### src/rtl/serial_word_rx.sv
// Serial-to-parallel word receiver with a one-entry output buffer.
// Frames start on sin_start, shift in WIDTH bits MSB- or LSB-first, and the
// completed word is held until the consumer takes it.
// Optional feature macro: PARITY_CHECK_EN (adds one even-parity bit per frame
// and reports mismatches on out_perr).
module serial_word_rx #(
    parameter int unsigned WIDTH = 8
) (
    input  logic             clk,
    input  logic             reset,
    input  logic             sin_valid,
    input  logic             sin_data,
    input  logic             sin_start,
    input  logic             lsb_first,
    output logic             out_valid,
    input  logic             out_ready,
    output logic [WIDTH-1:0] out_data,
    output logic             out_perr,
    output logic             overrun,
    output logic             frame_abort
);

    localparam int unsigned CW = $clog2(WIDTH + 1);

`ifdef PARITY_CHECK_EN
    typedef enum logic [1:0] {
        S_IDLE   = 2'd0,
        S_SHIFT  = 2'd1,
        S_PARITY = 2'd2
    } state_t;
`else
    typedef enum logic [1:0] {
        S_IDLE  = 2'd0,
        S_SHIFT = 2'd1
    } state_t;
`endif

    state_t           state_q, state_d;
    logic [WIDTH-1:0] shift_q, shift_d;
    logic [CW-1:0]    cnt_q, cnt_d;
    logic             lsb_q, lsb_d;
    logic [WIDTH-1:0] out_data_q, out_data_d;
    logic             out_valid_q, out_valid_d;
    logic             out_perr_q, out_perr_d;
    logic             overrun_q, overrun_d;
    logic             abort_q, abort_d;

    logic             done_c;
    logic [WIDTH-1:0] word_c;
    logic             perr_c;
    logic [WIDTH-1:0] shifted_c;
    logic [WIDTH-1:0] first_word_c;

    // State and datapath registers
    always_ff @(posedge clk or posedge reset) begin
        if (reset) begin
            state_q     <= S_IDLE;
            shift_q     <= '0;
            cnt_q       <= '0;
            lsb_q       <= 1'b0;
            out_data_q  <= '0;
            out_valid_q <= 1'b0;
            out_perr_q  <= 1'b0;
            overrun_q   <= 1'b0;
            abort_q     <= 1'b0;
        end else begin
            state_q     <= state_d;
            shift_q     <= shift_d;
            cnt_q       <= cnt_d;
            lsb_q       <= lsb_d;
            out_data_q  <= out_data_d;
            out_valid_q <= out_valid_d;
            out_perr_q  <= out_perr_d;
            overrun_q   <= overrun_d;
            abort_q     <= abort_d;
        end
    end

    // Frame FSM, shifter and output-buffer next state
    always_comb begin
        state_d      = state_q;
        shift_d      = shift_q;
        cnt_d        = cnt_q;
        lsb_d        = lsb_q;
        done_c       = 1'b0;
        word_c       = shift_q;
        perr_c       = 1'b0;
        abort_d      = 1'b0;
        out_data_d   = out_data_q;
        out_valid_d  = out_valid_q;
        out_perr_d   = out_perr_q;
        overrun_d    = 1'b0;

        // Shift direction follows the order latched on the frame's first bit
        shifted_c    = lsb_q ? {sin_data, shift_q[WIDTH-1:1]}
                             : {shift_q[WIDTH-2:0], sin_data};
        // A start bit lands where a one-bit-old frame would have it
        first_word_c = lsb_first ? {sin_data, {(WIDTH-1){1'b0}}}
                                 : {{(WIDTH-1){1'b0}}, sin_data};

        if (sin_valid) begin
            if (sin_start) begin
                // Any start restarts the frame; mid-frame it also flags an abort
                abort_d = (state_q != S_IDLE);
                shift_d = first_word_c;
                lsb_d   = lsb_first;
                cnt_d   = CW'(1);
                state_d = S_SHIFT;
            end else begin
                case (state_q)
                    S_IDLE: begin
                        state_d = S_IDLE;
                    end
                    S_SHIFT: begin
                        shift_d = shifted_c;
                        if (cnt_q == CW'(WIDTH - 1)) begin
                            cnt_d = '0;
`ifdef PARITY_CHECK_EN
                            state_d = S_PARITY;
`else
                            state_d = S_IDLE;
                            done_c  = 1'b1;
                            word_c  = shifted_c;
`endif
                        end else begin
                            cnt_d = cnt_q + CW'(1);
                        end
                    end
`ifdef PARITY_CHECK_EN
                    S_PARITY: begin
                        // Even parity: data bits XOR parity bit must be 0
                        state_d = S_IDLE;
                        done_c  = 1'b1;
                        word_c  = shift_q;
                        perr_c  = (^shift_q) ^ sin_data;
                    end
`endif
                    default: begin
                        state_d = S_IDLE;
                    end
                endcase
            end
        end

        // Output buffer: a transfer frees the slot in the same cycle a new word may load
        if (out_valid_q && out_ready) begin
            out_valid_d = 1'b0;
        end
        if (done_c) begin
            if (!out_valid_q || out_ready) begin
                out_valid_d = 1'b1;
                out_data_d  = word_c;
                out_perr_d  = perr_c;
            end else begin
                overrun_d = 1'b1;
            end
        end
    end

    assign out_valid   = out_valid_q;
    assign out_data    = out_data_q;
    assign out_perr    = out_perr_q;
    assign overrun     = overrun_q;
    assign frame_abort = abort_q;

endmodule

### config.mk
export PLATFORM = sky130hd
export DESIGN_NAME = serial_word_rx
export DESIGN_NICKNAME = d
export VERILOG_FILES = /design/src/rtl/serial_word_rx.sv
export SDC_FILE = /design/constraint.sdc
export NUM_CORES = 1
export LEC_CHECK = 0
export ABC_AREA = 1
export CORE_ASPECT_RATIO = 0.9
export CORE_MARGIN = 2
export CORE_UTILIZATION = 46
export CTS_CLUSTER_DIAMETER = 30
export DETAILED_ROUTE_END_ITERATION = 7
export DONT_BUFFER_PORTS = 1
export PLACE_DENSITY_LB_ADDON = 0.08
export SYNTH_ARGS = -nofsm -noshare
export SYNTH_HDL_FRONTEND = slang
export SYNTH_SLANG_ARGS = --single-unit
### constraint.sdc
create_clock -name clk -period 1.75 [get_ports clk]
set_clock_uncertainty 0.1 [all_clocks]
set_input_delay 0.175 -clock clk [delete_from_list [all_inputs] [get_ports clk]]
set_output_delay 0.175 -clock clk [all_outputs]
set_load 0.01 [all_outputs]
==> Yosys cells after proc, flatten, opt, wreduce, memory -nomap -nowiden <==
Cells that the tools add are included.
{ "totals": {"output_inout_bits": 12, "wordCells": 46, "inputBits": 7, "regBits": 26} }
{ "classes": {"n_addsub": 1, "eq_ne": 3, "n_reduce_logical": 9, "n_mux": 25} }
{ "ops": {"columns": ["op", "n"], "rows": [
  ["two-way mux 8 bit", 8],
  ["two-way mux 4 bit", 3],
  ["two-way mux 1 bit", 11],
  ["AND reduction 2 bit", 4],
  ["two-way mux 2 bit", 3],
  ["adder 4 x 1 -> 4 bit, second input constant", 1],
  ["== test 4 x 3 -> 1 bit, second input constant", 1],
  ["nonzero test 2 bit", 2],
  ["!= test 3 bit, second input constant", 1],
  ["== test 2 x 1 -> 1 bit, second input constant", 1],
  ["logical AND 1 bit", 1],
  ["zero test 1 bit", 1],
  ["logical OR 1 bit", 1]
]} }

==> Logic depth before layout (Yosys ltp) <==
Gate-level depths: netlist (run 1).
{ "logic_depth": {"ltp_word": 6, "mapped_depth": 6, "depth_no_buf": 6} }

==> Worst setup path after synthesis (run 1) <==
OpenSTA, ideal clock, no wires.
{ "synth_path": {"path_type": "reg2reg", "startpoint": "reg cnt_q[0]", "endpoint": "reg out_data_q[0] (netlist: out_data[0])", "t_required_ps": 1532, "stages_incl_launch_ff": 7, "setup_time_ps": 118, "t_arrival_ps": 1021, "n_path_buf": 0, "setup_slack_ps": 511, "period_less_slack_ps": 1239, "cell_sequence": "dfrtp_1 > ha_1 > nand2_1 > nor2_2 > nand3_2 > nand2_1 > nand2_1"} }
{ "synth_between": {"elab_chain_len": 6, "elab_cells_between_ends": 10, "cone_classes": "1 x eq/ne; 8 x mux; 1 x reduce/logical"} }
{ "synth_lines": {"columns": ["item", "line_no", "rtl"], "rows": [
  ["start: declaration", "40", "logic [CW-1:0] cnt_q, cnt_d;"],
  ["start signal: assignment", "69", "cnt_q <= cnt_d;"],
  ["== test 4 x 3 -> 1 bit *", "116", "if (cnt_q == CW'(WIDTH - 1)) begin"],
  ["two-way mux 1 bit", "116", null],
  ["two-way mux 1 bit", "110", "case (state_q)"],
  ["two-way mux 1 bit", "102", "if (sin_start) begin"],
  ["two-way mux 1 bit", "101", "if (sin_valid) begin"],
  ["AND reduction 2 bit (no line)", null, null],
  ["end signal: assignment", "71", "out_data_q <= out_data_d;"],
  ["end: declaration", "42", "logic [WIDTH-1:0] out_data_q, out_data_d;"]
]} }
Mark *: on every way between the ends. The rest lies on a longest branch, timed or not.
A chain may end at the register's enable or synchronous reset.

==> Worst setup path in the final report (run 1) <==
{ "layout_path": {"startpoint": "in sin_start", "endpoint": "reg shift_q[0]"} }
{ "layout_between": {"elab_chain_len": 2, "elab_cells_between_ends": 3, "cone_classes": "1 x mux; 2 x reduce/logical"} }
{ "layout_lines": {"columns": ["item", "line_no", "rtl"], "rows": [
  ["start: declaration", "13", "input logic sin_start,"],
  ["nonzero test 2 bit (no line)", null, null],
  ["AND reduction 2 bit (no line)", null, null],
  ["end signal: assignment", "68", "shift_q <= shift_d;"],
  ["end: declaration", "39", "logic [WIDTH-1:0] shift_q, shift_d;"]
]} }
Parallel ways exist; a longest one is shown, timed or not.

==> out/metrics.cfg, run 1 <==
[detailed_routing]
wl_per_cell_um = 12.4
postRouteAntennaNets = 0
vias_per_cell = 4.98
drt_iter0_markers = 23
drtPass1Iterations = 4
drc = 0
totalWireLength_mm = 2.25
vias = 907

[critical_path]
rr_worst_depth = 6
worstSetupStartpoint = sin_start
crit_path_max_fanout = 11
cpLargestDelayFamily = buffers and inverters
arrival_ns = 1.53
end_kind = flop
crit_top_cell = nand2_1
required_ns = 1.87
critPathBufInv = 2
start_kind = input pin
cpMaxStageDelayCell = dlygate4sd3_1
path_cells = dlygate4sd3_1, nand2_2, nand2_1, inv_1, nand2_1, nand3_1
crit_type = input pin to flop
slowest_delay_ns = 0.62
reg2reg_from = cnt_q[0]
crit_cells = 6

[yosys]
synth-seq-area-share = 0.529
synth_top_area_frac = 0.529
ys_ff_latch = 25
synthAdderAreaFrac = 0.0106
yosysMostFrequentCell = nand2_1
netlist_top_cells_count = nand2_1, dfrtp_1, o21ai_0
synth.cell_area_mm2 = 0.00118
synth_compound_area_frac = 0.0794
synth_top_family_by_area = simple AND/OR/NAND/NOR gates
yosys_warnings = 0
async_flop_share = 1.00
synth_edf_count = 0
yosys.area_share.simple = 0.295
syn-instance-count = 146
ys.flop_type = dfrtp_1
yosysTopAreaCell = dfrtp_1
yosysUniqueCellTypes = 19
synth_xor_area_frac = 0
synth_mux_area_frac = 0
avgSynthCellArea_um2 = 8.10
synth_nets = 154
ys_top_cells_by_area = dfrtp_1, nand2_1, o21ai_0, nand3_1, inv_1

[floorplanning]
core-area_mm2 = 0.00245
rows = 17
chipWidth_um = 57.4
initial_core_util = 0.483
die_height_um = 52.1
io_pins = 19
dieArea_mm2 = 0.00299

[global_routing]
use_met2 = 0.261
grt_max_degree = 18
gr-usage-all-layers = 0.170
grt-ovfl-total = 0
grt_use_met3 = 0.0373
busiest_layer = met2
grt_pass1_vias = 879
antenna_found_initial = 0
met1_usage = 0.232
grt_first_pass_wirelength_mm = 3.89

[power_and_ir_drop]
comb_power_share = 0.157
pwr-share-seq = 0.616
switching_share = 0.312
p_switching_uw = 361
power.internal_uw = 794
peakVddDrop_mv = 0.553
power_frac_clock = 0.227
p_leak_nw = 0.653
p_per_area_mw_per_mm2 = 887

[place]
port_buffers = 0
place_congestion = 0.759
dp_hpwl_mm = 1.66
placed_cells = 172
place_area_mm2 = 0.00121
dpl_worst_slack_ns = 0.375

[final_layout]
fin_cells = 182
antenna_cells = 0
final_util = 0.532
design_area_mm2 = 0.00130
num-nets-final = 163
drive_gt1_frac = 0.104
area_growth_pct = 10.2

[clock_tree]
clock-sinks = 25
cts_resized = 0
clkLatencyLatePin_ns = 0.31
cts_tree = done
cts_max_path_buffers = 2
cts_made_buffers = 3
clk_pin_slew_ns = 0.14
h-tree-depth = 1
cts_root_buf = clkbuf_4

[hold_path]
hold_path.class = input pin to flop
hold_start = sin_data
holdPathStages = 4

[timing]
timing.setup.tns_ns = 0
fin_crit_ns = 1.42
setup_ws_ns = 0.335
finalCritPeriodShare = 0.809
max_freq_ghz = 0.707
drv_slew = 0
setup_violations = 0
timing_hold_violations_final = 0
tightest_slew_ns = 0.535
grt_setup_unrepaired = no
slew_headroom = 0.643

[job]
cap_violations = 0

[run_status]
status = complete, no violations

power groups by stage:
stage	registers, mW	logic (mW)	clock network, mW
after floorplan	0.704	0.149	0
after global placement	0.720	0.166	0
after detailed placement	0.723	0.168	0
after CTS	0.711	0.182	0.274
after global routing	0.723	0.210	0.286
final	0.712	0.181	0.263
layout by cell type, fill, tap and decap left out:
master	instances
buf_4	2
clkinv_2	1
nand2_2	2
ha_1	1
dlygate4sd3_1	6
a21oi_2	1
nor2_2	1
inv_2	2
conb_1	1
nand4_1	1
nand3_1	14
a21oi_1	1
nand3_2	1
clkbuf_4	3
nand2_1	52
nor2_4	2
buf_12	1
o21ai_0	16
inv_1	14
dfrtp_1	25
nor2_1	7
area by class of cell:
type,instances,area (um2)
inverter,16,60.1
sequential,25,626
clock buffer,3,22.5
fill,237,1140
clock inverter,1,5.00
multi-input combinational,100,459
timing repair buffer,9,95.1
tap,28,35.0
worst reg2reg max path: stages, from the launching register on:
cell and delay, ns:
dfrtp_1 0.44, ha_1 0.21, nand2_1 0.08, nor2_2 0.15, nand3_2 0.17, nand2_1 0.11
nand2_1 0.05
per-layer routing:
metal	part of all wire	wire length, um
met1	0.53	1190
met2	0.43	978
met3	0.031	70
met4	0.0071	16
met5	0	0
sequential cells by signal (all words and copies together) (netlist names):
name         flops
out_data         8
shift_q          8
overrun          1
state_q          1
cnt_q            4
lsb_q            1
frame_abort      1
out_valid        1
cell families (layout without fill, tap and decap cells):
logic type | after synthesis | count (layout)
DFF | 25 | 25
and+or+nand+nor | 80 | 80
other | 1 | 1
AOI/OAI and AO/OA | 18 | 18
adders and majority gates | 1 | 1
buffers and inverters | 21 | 29
timing repair:
action | 4_1_cts | 5_1_grt
endpoints found under the hold margin | 19 | 0
hold buffers | 6 | 0
setup buffers | 0 | 0
metrics by stage:
| step | hold slack, ns | total power, mW |
|---|---|---|
| 6_report | 0.0501 | 1.16 |
| 5_1_grt | 0.0686 | 1.22 |
| 4_1_cts | 0.0331 | 1.17 |
| 3_5_place_dp | 0.0350 | 0.891 |
| 3_3_place_gp | 0.0323 | 0.886 |
| 2_1_floorplan | 0.102 | 0.852 |
worst paths after layout:
path                               end  slack [ns]
max                         shift_q[0]        0.33
min                         shift_q[7]        0.05
max reg2reg                out_data[6]        0.35
min reg2reg                 shift_q[0]        0.42
max in group asynchronous        lsb_q        0.88
min in group asynchronous      overrun        0.22
Note: power is estimated with default switching activity, not from simulation.
==> inputs of run 2 (changes only) <==
==> constraint.sdc (replaced) <==
create_clock -name clk -period 1.33 [get_ports clk]
set_clock_uncertainty 0.1 [all_clocks]
set_input_delay 0.133 -clock clk [delete_from_list [all_inputs] [get_ports clk]]
set_output_delay 0.133 -clock clk [all_outputs]
set_load 0.01 [all_outputs]
==> out/metrics.cfg, run 2 (synthesis gave the netlist of run 1 again) <==
[timing]
setup_violations = 0
finalCritPeriodShare = 0.970
max_freq_ghz = 0.775
timing.setup.tns_ns = 0
drv_slew = 0
setup_ws_ns = 0.0402
fin_crit_ns = 1.29
grt_setup_unrepaired = yes
timing_hold_violations_final = 0
hold_slack_ns = 0.00890

[clock_tree]
cts_tree = done
cts_root_buf = clkbuf_4
clkLatencyLatePin_ns = 0.32
h-tree-depth = 1
clock-sinks = 25
cts_made_buffers = 3
clk_pin_slew_ns = 0.13
cts_max_path_buffers = 2

[critical_path]
start_kind = flop
crit_path_max_fanout = 8
required_ns = 1.46
crit_type = flop to flop
arrival_ns = 1.42
end_kind = flop

[final_layout]
final_common_cell = nand2_1
num-nets-final = 169
area_growth_pct = 19.2
antenna_cells = 0
layout_common_cells = nand2_1, dfrtp_1, o21ai_0, inv_1, nand3_1
drive_gt1_frac = 0.181

[global_routing]
grt-ovfl-total = 0
antenna_found_initial = 0
grt_first_pass_wirelength_mm = 3.78
grt_pass1_vias = 856
grt_max_degree = 18
gr-usage-all-layers = 0.169

[floorplanning]
die_height_um = 52.1
core-area_mm2 = 0.00245
dieArea_mm2 = 0.00299
initial_core_util = 0.483
rows = 17
chipWidth_um = 57.4
io_pins = 19

[detailed_routing]
topRoutingLayerUsed = met4
vias = 944
totalWireLength_mm = 2.37
drt_iter0_markers = 17
drc = 0
dr_wl_met3_um = 93
met2_length_mm = 1.06
met1_length_mm = 1.20
drtPass1Iterations = 4
postRouteAntennaNets = 0
wl_per_cell_um = 12.6
vias_per_cell = 5.02

[power_and_ir_drop]
finalPower_mw = 1.62
p_switching_uw = 520
p_leak_nw = 0.690
pwr-share-seq = 0.588
p_per_area_mw_per_mm2 = 1150
power_frac_clock = 0.211
comb_power_share = 0.201
peakVddDrop_mv = 0.893
power.internal_mw = 1.10
switching_share = 0.322

[run_status]
status = complete, no violations

[place]
dp_hpwl_mm = 1.63
dpl_worst_slack_ns = 0.0190
port_buffers = 0
place_congestion = 0.768

[job]
cap_violations = 0

[hold_path]
hold_path.class = input pin to flop

==> run 2: cell types whose count changed in the layout (fill, tap and decap cells not counted), sizes merged <==
| cell | previous run | this run |
|---|---|---|
| nor2 | 10 | 11 |
| buf | 3 | 8 |
==> run 2: path summary, 6_finish.rpt <==
kind                            start  slack (ns)          end  depth (start not counted)
min in group asynchronous       reset        0.13      overrun                          2
max reg2reg                  cnt_q[0]        0.04  out_data[0]                          6
max                          cnt_q[0]        0.04  out_data[0]                          6
max in group asynchronous       reset        0.56        lsb_q                          3
min reg2reg                shift_q[0]        0.42   shift_q[0]                          2
min                          sin_data       0.009   shift_q[0]                          4
==> run 2: repair_timing <==
item / in CTS / in global routing
endpoints found under the hold margin: 39 / 0
gates resized for setup: 1 / 14
setup buffers: 0 / 1
pin swaps: 0 / 6
cloned: 0 / 1
setup endpoints to repair: 1 / 20
hold buffers: 6 / 0
==> run 2: power by group through the flow <==
stage | logic, mW | registers (mW) | clock network, mW
after CTS | 0.279 | 0.929 | 0.359
after global placement | 0.254 | 0.941 | 0
after floorplan | 0.195 | 0.926 | 0
after global routing | 0.364 | 0.966 | 0.383
final | 0.324 | 0.950 | 0.341
after detailed placement | 0.257 | 0.944 | 0
==> run 2: critical path: stages, from the launching register on <==
cell and delay, ns:
dfrtp_1 0.42, ha_4 0.19, nand2_4 0.06, nor2_4 0.16
nand3_4 0.13, nand2_2 0.10, nand2_1 0.04
==> run 2: stage by stage <==
stage	cell area, um2	util	instances
3_3_place_gp	1240	0.509	176
3_5_place_dp	1240	0.509	176
6_report	1410	0.576	188
5_1_grt	1410	0.576	188
4_1_cts	1340	0.548	186
2_1_floorplan	1180	-	146
==> run 2: routing by layer <==
| metal | up-vias | global-route usage |
|---|---|---|
| met3 | 2 | 0.0597 |
| met1 | 436 | 0.225 |
| met4 | 0 | 0.0698 |
| met5 | - | 0 |
| li1 | 486 | - |
| met2 | 20 | 0.248 |
==> run 2: cell type report <==
class                      count  area, um2
clock buffer                   3       22.5
clock inverter                 1       5.00
fill                         224       1040
inverter                      16       60.1
multi-input combinational    101        523
sequential                    25        627
tap                           28       35.0
timing repair buffer          14        136
==> inputs of run 3 (changes only) <==
--- a/config.mk
+++ b/config.mk
@@ -6,8 +6,8 @@
 export NUM_CORES = 1
 export LEC_CHECK = 0
 export ABC_AREA = 1
-export CORE_ASPECT_RATIO = 0.9
-export CORE_MARGIN = 2
+export CAP_MARGIN = 10
+export CORE_ASPECT_RATIO = 1.5
 export CORE_UTILIZATION = 46
 export CTS_CLUSTER_DIAMETER = 30
 export DETAILED_ROUTE_END_ITERATION = 7
==> out/metrics.cfg, run 3 (synthesis gave the netlist of run 1 again) <==
[timing]
grt_setup_unrepaired = yes
finalCritPeriodShare = 0.971
setup_violations = 0
drv_slew = 0
max_freq_ghz = 0.775
fin_crit_ns = 1.29
timing_hold_violations_final = 0
timing.setup.tns_ns = 0

[critical_path]
rr_worst_depth = 7
arrival_ns = 1.44
required_ns = 1.48
regToRegSetupSlack_ns = 0.04
crit_path_max_fanout = 10
start_kind = input pin
reg2reg_from = cnt_q[1]
end_kind = flop
worstSetupStartpoint = sin_valid
r2r_end = cnt_q[3]
crit_type = input pin to flop

[place]
place_congestion = 0.773
dp_hpwl_mm = 1.76
placed_cells = 173
port_buffers = 0

[job]
cap_violations = 0

[floorplanning]
rows = 22
die_height_um = 64.1
dieArea_mm2 = 0.00278
core-area_mm2 = 0.00245
chipWidth_um = 43.4
initial_core_util = 0.483
io_pins = 19

[detailed_routing]
wl_per_cell_um = 13.5
totalWireLength_mm = 2.52
vias_per_cell = 5.35
drt_iter0_markers = 38
drtPass1Iterations = 6
postRouteAntennaNets = 0
drc = 4
vias = 995

[final_layout]
drive_gt1_frac = 0.179
antenna_cells = 0
layout_common_cells = nand2_1, dfrtp_1, o21ai_0, inv_1, nand3_1
nFillCells = 226
num-nets-final = 171
final_common_cell = nand2_1
fin_cells = 186
final_util = 0.563
area_growth_pct = 16.6

[clock_tree]
cts_max_path_buffers = 2
clk_pin_slew_ns = 0.14
clkLatencyLatePin_ns = 0.32
clock-sinks = 25
h-tree-depth = 1
cts_tree = done
cts_root_buf = clkbuf_4
cts_made_buffers = 3

[power_and_ir_drop]
p_per_area_mw_per_mm2 = 1160
peakVddDrop_mv = 0.729
p_leak_nw = 0.680

[global_routing]
grt_first_pass_wirelength_mm = 4.26
grt_max_degree = 26
grt-ovfl-total = 0
grt_pass1_vias = 1005
gr-usage-all-layers = 0.205
antenna_found_initial = 0

[hold_path]
hold_path.class = input pin to flop
holdPathStages = 4
hold_start = sin_data
worstHoldEndpoint = shift_q[0]

[run_status]
status = finished, violations left
violations = design-rule violations

[run 3: final cells by class]
class	instances	area (um2)	area share
Sequential cell	25	627	0.455
Multi-Input combinational cell	101	500	0.363
Timing Repair Buffer	16	135	0.0980
Inverter	16	60.1	0.0436
Tap cell	24	30.0	0.0218
Clock buffer	4	26.3	0.0191
[run 3: what timing repair did]
item / 4_1_cts / 5_1_grt
endpoints found under the hold margin: 31 / 5
gates resized for setup: 0 / 10
setup buffers: 0 / 2
hold buffers: 5 / 1
setup endpoints to repair: 0 / 13
[run 3: power breakdown]
part           internal [mW]  switching [mW]
Combinational          0.134           0.180
Sequential             0.841          0.0949
Clock                  0.117           0.233
[run 3: layer usage]
metal	track usage	up-vias	wire length, um	share of wire
met4	0.102	0	59	0.023
li1	-	491	-	-
met3	0.0282	6	56	0.022
met5	0	-	0	0
met2	0.373	20	1370	0.55
met1	0.221	478	1030	0.41
[run 3: critical path, cell delays in order]
cell,delay [ns]
dlygate4sd3_1,0.61
nand2_2,0.08
buf_4,0.15
nor2_4,0.11
buf_4,0.19
nand2_1,0.07
o21ai_0,0.09
[run 3: worst max-delay path by stage]
stage / endpoint / slack (ns) / depth (start not counted)
global route: shift_q[1] / -0.05 / 7
floorplan: out_data[0] / 0.09 / 6
global placement: out_data[7] / 0.06 / 6
CTS: out_data[5] / 0.01 / 6
detailed placement: out_data[5] / 0.03 / 6
finish: shift_q[1] / 0.04 / 7
[run 3: per-stage QoR]
step	total power, mW	hold slack (ns)	instance area, um2	setup WS, ns
global route	1.69	0.0133	1380	-0.0506
finish	1.60	0.00649	1380	0.0392
detailed placement	1.21	-0.00500	1230	0.0346
floorplan	1.12	0.0603	1180	0.0911
global placement	1.20	-0.00912	1230	0.0598
CTS	1.56	0.0205	1310	0.0122
==> variant (settings of run 3) <==
`WIDTH`: 8 -> 16.
--- a/src/rtl/serial_word_rx.sv
+++ b/src/rtl/serial_word_rx.sv
@@ -5,5 +5,5 @@
 // and reports mismatches on out_perr).
 module serial_word_rx #(
-    parameter int unsigned WIDTH = 8
+    parameter int unsigned WIDTH = 16
 ) (
     input  logic             clk,
Ports: changed (resized out_data); port bits go from 19 to 27. The function was not compared with the original's and may differ.
==> variant against run 3 <==
  * Worst setup slack worse by 110 ps
  * Count of clock-buffer cells in the layout is 2 higher
  * First-iteration DRC count is 66% higher
  * Die area is 68% higher
  * Power is 60% higher
  * Wire length is 75% higher
  * The flow finishes with violations (negative hold slack, negative setup slack)
  * Largest cell class unchanged
  * Synthesized area is 71% higher
  * Fmax is 7.6% lower
  * Sequential cell count is 17 higher
  * Critical path type is now flop to flop
  * Clock power is 140% higher
  * Sequential power is 43% higher
  * Final area is 73% higher
==> variant: results (changes against run 3) <==
- M2 GR Usage: 33.87% (-3.4 points)
- CTS buffer count: 5 (+2)
- Min Hold Slack: -2.745 ps (-9.237 ps)
- DRT iter0 DRCs: 63 (+66%)
- Syn_nets: 262 (+70%)
- Largest net degree at the start of global routing: 43 (+65%)
- Distinct cell type count after synthesis: 21 (+2)
- First-pass GRT wire length: 7.431 mm (+74%)
- Failing checks: negative hold slack, negative setup slack
- DR vias/cell: 5.224 (-2.3%)
- Via count: 1677 (+69%)
- Fill cells: 394 (+74%)
- CTS H-tree depth: 2 (+1)
- Result of the run: finished with violations
- Clock slew at reported path FFs: 80 ps (-60 ps)
- Kind of critical path: flop to flop
- Final hold vios: 1 (+1)
- HPWL Detailed: 2.848 mm (+62%)
- Share of cells above drive strength 1: 16.36% (-1.5 points)
- M1 GR Usage: 25.28% (+3.2 points)
- M1 wire length: 2.021 mm (+97%)
- Final Net Count: 282 (+65%)
- Met3 usage: 5.296% (+2.5 points)
- RD Place Congestion: 0.8019 (+3.7%)
- Max VDD drop: 967.7 uV (+33%)
- Largest cells by area after synthesis: dfrtp_1 52%, nand2_1 23%, nand4_1 5.3%
- DP Area: 0.002125 sq mm (+72%)
- Met2 WL: 2.172 mm (+58%)
- Worst-path fanout max: 8 (-2)
- Clock Latency Late Sink: 290 ps (-30 ps)
- Final Setup Violations: 20 (+20)
- Setup ws final: -67.48 ps (-106.6 ps)
## variant: cell types whose count changed in the layout (fill, tap and decap cells not counted), moves of 3 or more
cell      before  now
inv_1         14    9
clkbuf_8       0    6
nand4_1        1   17
o21ai_0       15    3
nand2_2        4    7
nand3_1       12   20
a21oi_1        1    4
clkbuf_4       3    0
dfrtp_1       24   42
buf_4         10   17
buf_12         0    3
nand2_1       50  121
## variant: layout make-up
class / instances / area [sq um] / share of cell area, %
inverters: 9 / 33.78 / 1.414
flip-flops and latches: 42 / 1051 / 43.98
well taps: 46 / 57.56 / 2.408
repair buffers: 27 / 282.8 / 11.83
clock buffers: 6 / 82.58 / 3.456
multi-input cells: 189 / 869.6 / 36.39
clock inverters: 2 / 12.51 / 0.5236
## variant: power by group through the flow
stage          logic (uW)  clock network [uW]  registers [uW]
2_1_floorplan         188                   0            1370
3_3_place_gp          296                   0            1370
3_5_place_dp          301                   0            1370
4_1_cts               343                 886            1340
5_1_grt               405                 938            1350
6_report              365                 848            1340
## variant: critical path, cell delays in order (launching register included)
cell	delay (ps)
dfrtp_1	370
ha_2	200
nand2_2	80
nor2_4	220
buf_6	180
nand2_2	50
nand2_1	50
nand2_1	40
## variant: kinds of logic (layout without fill, tap and decap cells)
family	count (synthesis)	in the layout	share of synthesized area (%)
AO/OA/AOI/OAI	8	8	2.105
buffers and inverters	24	44	7.182
adder cells (fa/ha/maj)	1	1	0.6191
other	1	1	0.1856
AND/OR/NAND/NOR	178	179	37.89
flip-flops	42	42	52.01
## variant: repair_timing
item / CTS / global route
buffers inserted: 3 / 3
pin swaps: 2 / 3
hold buffers: 3 / 1
hold endpoints to repair: 46 / 2
endpoints found under the setup margin: 19 / 37
gates resized for setup: 9 / 3
cloned: 2 / 0
